File: src/rtl/fwd_hazard_if.sv
`default_nettype none
// ----------------------------------------------------------------------------
// fwd_hazard_if : pipeline-side bundle for the forwarding / hazard unit
// Revision 1.0
// ----------------------------------------------------------------------------
interface fwd_hazard_if #(
    parameter int NUM_SRC = 2,
    parameter int NUM_STG = 2,
    parameter int AW      = 5,
    parameter int CNT_W   = 16
);
    localparam int SW = $clog2(NUM_STG + 1);

    logic [NUM_SRC*AW-1:0] id_rs;
    logic [NUM_SRC-1:0]    id_rs_used;
    logic [NUM_SRC*AW-1:0] ex_rs;
    logic [AW-1:0]         ex_rd;
    logic                  ex_reg_wr;
    logic                  ex_is_load;
    logic [NUM_STG*AW-1:0] stg_rd;
    logic [NUM_STG-1:0]    stg_reg_wr;
    logic                  mem_busy;
    logic                  flush;
    logic [NUM_SRC*SW-1:0] fwd_sel;
    logic                  stall;
    logic                  bubble;
    logic [CNT_W-1:0]      stall_cycles;

    modport master (
        output id_rs, id_rs_used, ex_rs, ex_rd, ex_reg_wr, ex_is_load,
               stg_rd, stg_reg_wr, mem_busy, flush,
        input  fwd_sel, stall, bubble, stall_cycles
    );

    modport slave (
        input  id_rs, id_rs_used, ex_rs, ex_rd, ex_reg_wr, ex_is_load,
               stg_rd, stg_reg_wr, mem_busy, flush,
        output fwd_sel, stall, bubble, stall_cycles
    );
endinterface
`default_nettype wire

File: src/rtl/fwd_hazard_unit.sv
`default_nettype none
// ----------------------------------------------------------------------------
// fwd_hazard_unit : EX operand forwarding select plus load-use interlock
// Revision 1.0
// ----------------------------------------------------------------------------
module fwd_hazard_unit #(
    parameter int NUM_SRC  = 2,
    parameter int NUM_STG  = 2,
    parameter int LOAD_LAT = 1,
    parameter int AW       = 5,
    parameter int CNT_W    = 16
) (
    input  wire          clk,
    input  wire          rst_n,
    fwd_hazard_if.slave  bus
);
    localparam int SW = $clog2(NUM_STG + 1);
    localparam int CW = $clog2(LOAD_LAT + 1);
    localparam logic [CW-1:0] C_CNT_INIT = CW'(LOAD_LAT - 1);

    typedef enum logic [0:0] {
        S_IDLE = 1'b0,
        S_WAIT = 1'b1
    } state_t;

    state_t           state_q;
    logic [CW-1:0]    cnt_q;
    logic [CNT_W-1:0] stall_cycles_q;
    logic             w_hazard;
    logic             w_stall;

    // Scan oldest to youngest so the youngest matching stage is written last.
    for (genvar i = 0; i < NUM_SRC; i++) begin : g_src
        logic [SW-1:0] w_sel;
        always_comb begin
            w_sel = '0;
            for (int k = NUM_STG - 1; k >= 0; k--) begin
                if (bus.stg_reg_wr[k] &&
                    (bus.stg_rd[k*AW +: AW] != '0) &&
                    (bus.stg_rd[k*AW +: AW] == bus.ex_rs[i*AW +: AW])) begin
                    w_sel = SW'(k + 1);
                end
            end
        end
        assign bus.fwd_sel[i*SW +: SW] = w_sel;
    end

    always_comb begin
        w_hazard = 1'b0;
        for (int i = 0; i < NUM_SRC; i++) begin
            if (bus.id_rs_used[i] && (bus.id_rs[i*AW +: AW] == bus.ex_rd)) begin
                w_hazard = 1'b1;
            end
        end
        w_hazard = w_hazard && bus.ex_is_load && bus.ex_reg_wr && (bus.ex_rd != '0);
    end

    // Gated by rst_n so a held reset never leaks a stall from live hazard inputs.
    always_comb begin
        w_stall = 1'b0;
        if (rst_n && !bus.flush) begin
            w_stall = (state_q == S_WAIT) || w_hazard;
        end
    end

    assign bus.stall        = w_stall;
    assign bus.bubble       = w_stall;
    assign bus.stall_cycles = stall_cycles_q;

    always_ff @(posedge clk or negedge rst_n) begin
        if (!rst_n) begin
            state_q        <= S_IDLE;
            cnt_q          <= '0;
            stall_cycles_q <= '0;
        end else begin
            if (w_stall && (stall_cycles_q != {CNT_W{1'b1}})) begin
                stall_cycles_q <= stall_cycles_q + CNT_W'(1);
            end

            if (bus.flush) begin
                state_q <= S_IDLE;
                cnt_q   <= '0;
            end else begin
                case (state_q)
                    S_IDLE: begin
                        if (w_hazard && (LOAD_LAT > 1)) begin
                            state_q <= S_WAIT;
                            cnt_q   <= C_CNT_INIT;
                        end
                    end
                    S_WAIT: begin
                        if (!bus.mem_busy) begin
                            cnt_q <= cnt_q - CW'(1);
                            if (cnt_q == CW'(1)) begin
                                state_q <= S_IDLE;
                            end
                        end
                    end
                    default: begin
                        state_q <= S_IDLE;
                        cnt_q   <= '0;
                    end
                endcase
            end
        end
    end
endmodule
`default_nettype wire

File: src/flat_wrapper.sv
// flat-port wrapper written by rule: the top's interface ports become plain ports
module fwd_hazard_unit_flat 
#(
    parameter int NUM_SRC  = 2,
    parameter int NUM_STG  = 2,
    parameter int LOAD_LAT = 1,
    parameter int AW       = 5,
    parameter int CNT_W    = 16
)
  (clk, rst_n, bus_id_rs, bus_id_rs_used, bus_ex_rs, bus_ex_rd, bus_ex_reg_wr, bus_ex_is_load, bus_stg_rd, bus_stg_reg_wr, bus_mem_busy, bus_flush, bus_fwd_sel, bus_stall, bus_bubble, bus_stall_cycles);
  fwd_hazard_if #(.NUM_SRC(NUM_SRC), .NUM_STG(NUM_STG), .AW(AW), .CNT_W(CNT_W)) bus_i ();
  input  wire clk;
  input  wire rst_n;
  input wire logic [$bits(bus_i.id_rs)-1:0] bus_id_rs;
  input wire logic [$bits(bus_i.id_rs_used)-1:0] bus_id_rs_used;
  input wire logic [$bits(bus_i.ex_rs)-1:0] bus_ex_rs;
  input wire logic [$bits(bus_i.ex_rd)-1:0] bus_ex_rd;
  input wire logic [$bits(bus_i.ex_reg_wr)-1:0] bus_ex_reg_wr;
  input wire logic [$bits(bus_i.ex_is_load)-1:0] bus_ex_is_load;
  input wire logic [$bits(bus_i.stg_rd)-1:0] bus_stg_rd;
  input wire logic [$bits(bus_i.stg_reg_wr)-1:0] bus_stg_reg_wr;
  input wire logic [$bits(bus_i.mem_busy)-1:0] bus_mem_busy;
  input wire logic [$bits(bus_i.flush)-1:0] bus_flush;
  output wire logic [$bits(bus_i.fwd_sel)-1:0] bus_fwd_sel;
  output wire logic [$bits(bus_i.stall)-1:0] bus_stall;
  output wire logic [$bits(bus_i.bubble)-1:0] bus_bubble;
  output wire logic [$bits(bus_i.stall_cycles)-1:0] bus_stall_cycles;
  assign bus_i.id_rs = bus_id_rs;
  assign bus_i.id_rs_used = bus_id_rs_used;
  assign bus_i.ex_rs = bus_ex_rs;
  assign bus_i.ex_rd = bus_ex_rd;
  assign bus_i.ex_reg_wr = bus_ex_reg_wr;
  assign bus_i.ex_is_load = bus_ex_is_load;
  assign bus_i.stg_rd = bus_stg_rd;
  assign bus_i.stg_reg_wr = bus_stg_reg_wr;
  assign bus_i.mem_busy = bus_mem_busy;
  assign bus_i.flush = bus_flush;
  assign bus_fwd_sel = bus_i.fwd_sel;
  assign bus_stall = bus_i.stall;
  assign bus_bubble = bus_i.bubble;
  assign bus_stall_cycles = bus_i.stall_cycles;
  fwd_hazard_unit #(.NUM_SRC(NUM_SRC), .NUM_STG(NUM_STG), .LOAD_LAT(LOAD_LAT), .AW(AW), .CNT_W(CNT_W)) u_core (.clk(clk), .rst_n(rst_n), .bus(bus_i));
endmodule
File: config.mk
export PLATFORM = sky130hd
export DESIGN_NAME = fwd_hazard_unit_flat
export DESIGN_NICKNAME = d
export VERILOG_FILES = /design/src/rtl/fwd_hazard_if.sv /design/src/rtl/fwd_hazard_unit.sv /design/src/flat_wrapper.sv
export SDC_FILE = /design/constraint.sdc
export NUM_CORES = 1
export LEC_CHECK = 0
export CAP_MARGIN = 20
export CORE_MARGIN = 2
export CORE_UTILIZATION = 39
export CTS_BUF_LIST = sky130_fd_sc_hd__clkbuf_8 sky130_fd_sc_hd__clkbuf_16
export DETAILED_ROUTE_END_ITERATION = 6
export PLACE_DENSITY = 0.84
export SLEW_MARGIN = 30
export SYNTH_ARGS = -nofsm -noshare
export SYNTH_HDL_FRONTEND = slang
export SYNTH_SLANG_ARGS = --single-unit
File: constraint.sdc
create_clock -name clk -period 2.3 [get_ports clk]
set_input_delay 0.345 -clock clk [delete_from_list [all_inputs] [get_ports clk]]
set_output_delay 0.345 -clock clk [all_outputs]
set_load 0.05 [all_outputs]
# Word-level counts from Yosys, hierarchy flattened
# Index checks and enable logic that the tools add are counted.
# classes
addsub	2
n_eq_ne	8
muxes	14
n_reduce_logical	20
# ops
op	count
equality test 5 bit	6
adder 16 x 1 -> 16 bit, second input constant	1
inequality test 16 bit, second input constant	1
nonzero test 5 bit	3
logical AND 1 bit	13
2-to-1 mux 1 bit	10
2-to-1 mux 2 bit	4
inequality test 2 x 1 -> 1 bit, second input constant	1
AND reduction 2 bit	1
nonzero test 2 bit	1
logical NOT 1 bit	1
logical OR 1 bit	1
subtractor 1 bit, second input constant	1
# totals
reg_bits	18
in_bits	45
output_inout_bits	22
wordCells	47

# Depth between registers and ports, before layout
# logic_depth
word_depth	10
depth_mapped	7
ltp_nobuf	6

# Least setup slack after synthesis
# Ideal clock, no wire load.
# synth_path
path_kind	input to output
startpoint	in bus_stg_rd[0]
endpoint	out bus_fwd_sel[1]
t_arrival_ns	2.922
t_required_ns	1.955
slack_ns	-0.967
path_stages	4
path_buffers	0
cell_sequence	or4_1 -> o21ai_0 -> nor4_1 -> nor4_1
# synth_via
elab_chain_cells	4
word_cells_on_any_way	5
classes_between	eq/ne: 1; mux: 1; reduce/logical: 3
# synth_lines
item	line	rtl
start: declaration	flat_wrapper.sv:20	input wire logic [$bits(bus_i.stg_rd)-1:0] bus_stg_rd;
nonzero test 5 bit	fwd_hazard_unit.sv:39	(bus.stg_rd[k*AW +: AW] != '0) &&
logical AND 1 bit	fwd_hazard_unit.sv:38	if (bus.stg_reg_wr[k] &&
logical AND 1 bit *	fwd_hazard_unit.sv:39	
2-to-1 mux 2 bit *	fwd_hazard_unit.sv:38	
end: declaration	flat_wrapper.sv:24	output wire logic [$bits(bus_i.fwd_sel)-1:0] bus_fwd_sel;
# Every way passes the cells marked *; elsewhere a longest branch is shown, timed or not.

# Worst setup path after layout
# layout_path
startpoint	in bus_stg_rd[6]
endpoint	out bus_fwd_sel[3]
# layout_via
elab_chain_cells	5
word_cells_on_any_way	6
classes_between	eq/ne: 1; mux: 2; reduce/logical: 3
# layout_lines
item	line
nonzero test 5 bit	fwd_hazard_unit.sv:39
logical AND 1 bit	fwd_hazard_unit.sv:38
logical AND 1 bit *	fwd_hazard_unit.sv:39
2-to-1 mux 2 bit * (2 in a row)	fwd_hazard_unit.sv:38
# Marked as above.

==> flow_metrics.env <==
export IMPL_status="finished, final reports clean"
export IMPL_cts_sinks=18
export IMPL_maxClockFrequency_ghz=0.4403
export IMPL_layout_cells_non_filler=264
export IMPL_wl_met1_mm=1.661
export IMPL_setup_viol=0
export IMPL_antenna_left=0
export IMPL_path_buf_inv=3
export IMPL_critPathMaxStageDelay_ns=0.54
export IMPL_p_per_area_nw_per_um2=351.5
export IMPL_maxCapViolCount=0
export IMPL_ios=67
export IMPL_multi_input_area_sq_um=880.8
export IMPL_grt_pass1_wl_mm=6.658
export IMPL_synth_cells=134
export IMPL_synth_area_per_cell_sq_um=9.608
export IMPL_cp_required_ns=1.96
export IMPL_drtIter0Drc=32
export IMPL_wl_per_cell_um=16.16
export IMPL_peakVddDrop_mv=0.4016
export IMPL_endpoint_kind="primary output"
export IMPL_cp_arrival_ns=1.93
export IMPL_num_rows=20
export IMPL_ys_warn_count=0
export IMPL_worst_setup_hold_path_clk_slew_ns=0.07
export IMPL_fin_crit_ns=2.271
export IMPL_clock_skew_ns=0.003094
export IMPL_hold_viol=0
export IMPL_rrSetupSlack_ns=0.31
export IMPL_port_buffers=66
export IMPL_drive_gt1_share_pct=21.36
export IMPL_synth_ff_type="dfrtp_1"
export IMPL_path_cells="dlygate4sd2_1 -> buf_6 -> xor2_1 -> or4_4 -> nor4_4 -> buf_12"
export IMPL_reg2reg_from="u_core.bus.stall_cycles[0]"
export IMPL_viasPerCell=5.114
export IMPL_min_path_type="in -> async"
export IMPL_ys_seq_area_share_pct=34.99
export IMPL_combinationalPowerShare_pct=28.2
export IMPL_clk_latency_ns=0.26
export IMPL_firstDrtPassIters=4
export IMPL_fin_crit_sh_pct=98.75
export IMPL_highest_layer="met4"
export IMPL_dpl_cell_area_sq_um=2197
export IMPL_crit_path_top_delay_cell="or4_4"
export IMPL_tns_ns=0
export IMPL_core_sq_um=3103
export IMPL_synth_top_cells_by_area="dfrtp_1 35%, xor2_1 16%, xnor2_1 14%"
export IMPL_worst_path_max_fanout=2
export IMPL_power_frac_seq_pct=39.8
export IMPL_crit_type="in -> out"
export IMPL_cts_path_max_buffers=2
export IMPL_die_y_um=61.46
export IMPL_synth_edf_count=0
export IMPL_relSlewSlack_pct=60.01
export IMPL_post_cts_setup_buffers=0
export IMPL_final_util_pct=74.56
export IMPL_ctsHoldBuffers=0
export IMPL_worst_slew_pin_transition_ns=0.5997
export IMPL_internal_power_mw=0.6011
export IMPL_async_flop_share_pct=100.0
export IMPL_synth_most_common_cell="xor2_1"
export IMPL_synthTopCellsByCount="24 x xor2_1, 20 x xnor2_1, 18 x dfrtp_1"
export IMPL_slew_viol_final=0
export IMPL_dp_hpwl_mm=3.339
export IMPL_gp_congestion=0.7966
export IMPL_cts_tree="yes"
export IMPL_grt_max_degree=14
export IMPL_fin_nets=267
export IMPL_seq_area_sq_um=450.4
export IMPL_clkPwrFrac_pct=32.0
export IMPL_grt_overflow=0
export IMPL_p_leak_nw=1.041
export IMPL_start_kind="input port"
export IMPL_routed_wl_mm=4.267
export IMPL_fp_dieW_um=61.46
export IMPL_yosysTopAreaCellShare_pct=34.99
export IMPL_numCtsBuffers=3
export IMPL_rsz0062_at_grt="no"
export IMPL_synth_cell_types=31
export IMPL_area_growth_pct=79.69
export IMPL_antenna_found_initial=0
export IMPL_vias=1350
export IMPL_synth_fp_nets=180
export IMPL_yosysTopAreaCell="dfrtp_1"
export IMPL_syn_area_sq_um=1287
export IMPL_r2r_end="u_core.bus.stall_cycles[14]"
export IMPL_dr_wl_met2_mm=2.280
export IMPL_p_sw_mw=0.2121
export IMPL_grt_use_total_pct=23.90
export IMPL_cp_top_family="simple AND/OR/NAND/NOR gates"
export IMPL_grt_pass1_vias=1511
export IMPL_wl_met3_um=251
export IMPL_p_sw_share_pct=26.08
export IMPL_reg2reg_depth=5
export IMPL_drc=0
export IMPL_place_inst=260
export IMPL_num_fill_cells=250
export IMPL_htreeDepth=1
export IMPL_antenna_cells=0
export IMPL_die_area_sq_um=3777
export IMPL_synth_seq_cells=18
export IMPL_initial_core_util_pct=41.49
export IMPL_cts_root_buf="clkbuf_8"
export IMPL_final_area_sq_um=2313
export IMPL_crit_start="bus_stg_rd[6]"
worst reg2reg max path, stage by stage (launching register included):
cell and delay [ns]:
dfrtp_1 0.44, ha_1 0.21, nand3_1 0.20, or3_4 0.40, nor4b_2 0.24, mux2_2 0.38
per-stage QoR:
step	power (mW)	worst slack, ns	hold WS (ns)
floorplan	0.4057	0.02605	0.04941
global placement	0.5429	-0.2070	0.4839
detailed placement	0.5501	-0.2794	0.5037
CTS	0.8139	0.005025	0.4585
global route	0.8426	0.002597	0.4511
finish	0.8132	0.02867	0.4506
how the worst max path moves through the flow:
stage	cells past startpoint	slack, ns	to
6_report	6	0.03	bus_fwd_sel[3]
3_3_place_gp	6	-0.21	bus_fwd_sel[1]
3_5_place_dp	6	-0.28	bus_fwd_sel[1]
4_1_cts	7	0.005	bus_fwd_sel[1]
2_1_floorplan	4	0.03	bus_fwd_sel[1]
5_1_grt	6	0.003	bus_fwd_sel[1]
kinds of logic (layout without fill, tap and decap cells):
logic type      Yosys count  in the layout  synth area share (%)
flops                    18             18                 34.99
compound gates            7              7                 3.499
buf+inv                   7             93                 2.916
simple gates             54             54                 24.78
mux                       3              3                 2.915
fa+ha+maj                 1              1                0.9717
xor+xnor                 44             44                 29.93
metal layers:
| layer | vias up | GRT usage, % |
|---|---|---|
| met5 | - | 0 |
| met4 | 0 | 7.599 |
| met2 | 50 | 46.20 |
| li1 | 639 | - |
| met1 | 652 | 26.44 |
| met3 | 9 | 3.782 |
layout make-up:
class | instances | area share, %
repair buffers | 84 | 36.88
clock buffers | 4 | 2.380
flip-flops and latches | 18 | 19.47
well taps | 44 | 2.380
inverters | 5 | 0.8112
multi-input cells | 109 | 38.07
state kept, by name, indices dropped and copies added (netlist names):
signal                   flops
u_core.cnt_q                 1
u_core.bus.stall_cycles     16
u_core.state_q               1
cells in the final DEF, fill, tap and decap left out, types with 2 or more instances in the layout:
| cell | count |
|---|---|
| buf_12 | 4 |
| or4_4 | 3 |
| nor3_1 | 9 |
| nor2_1 | 6 |
| clkdlybuf4s50_1 | 45 |
| nand3_1 | 7 |
| nand2_1 | 7 |
| nor2b_1 | 2 |
| dlymetal6s2s_1 | 9 |
| xnor2_1 | 20 |
| nand4_1 | 5 |
| xor2_1 | 24 |
| clkbuf_8 | 4 |
| inv_1 | 4 |
| dlygate4sd2_1 | 4 |
| buf_4 | 19 |
| dfrtp_1 | 18 |
| o21ai_1 | 2 |
| nor4_4 | 4 |
| mux2_2 | 2 |
what timing repair did:
item	CTS	global route
gates resized for setup	17	12
endpoints found under the setup margin	6	5
pin swaps	6	3
power groups by stage:
stage                     registers, mW  logic (mW)  clock network, mW
after global routing              0.324       0.244              0.275
after global placement            0.329       0.214                  0
final                             0.324       0.229              0.260
after floorplan                   0.339      0.0670                  0
after detailed placement          0.329       0.221                  0
after CTS                         0.324       0.228              0.262
Power figures use the tool's default switching activity.
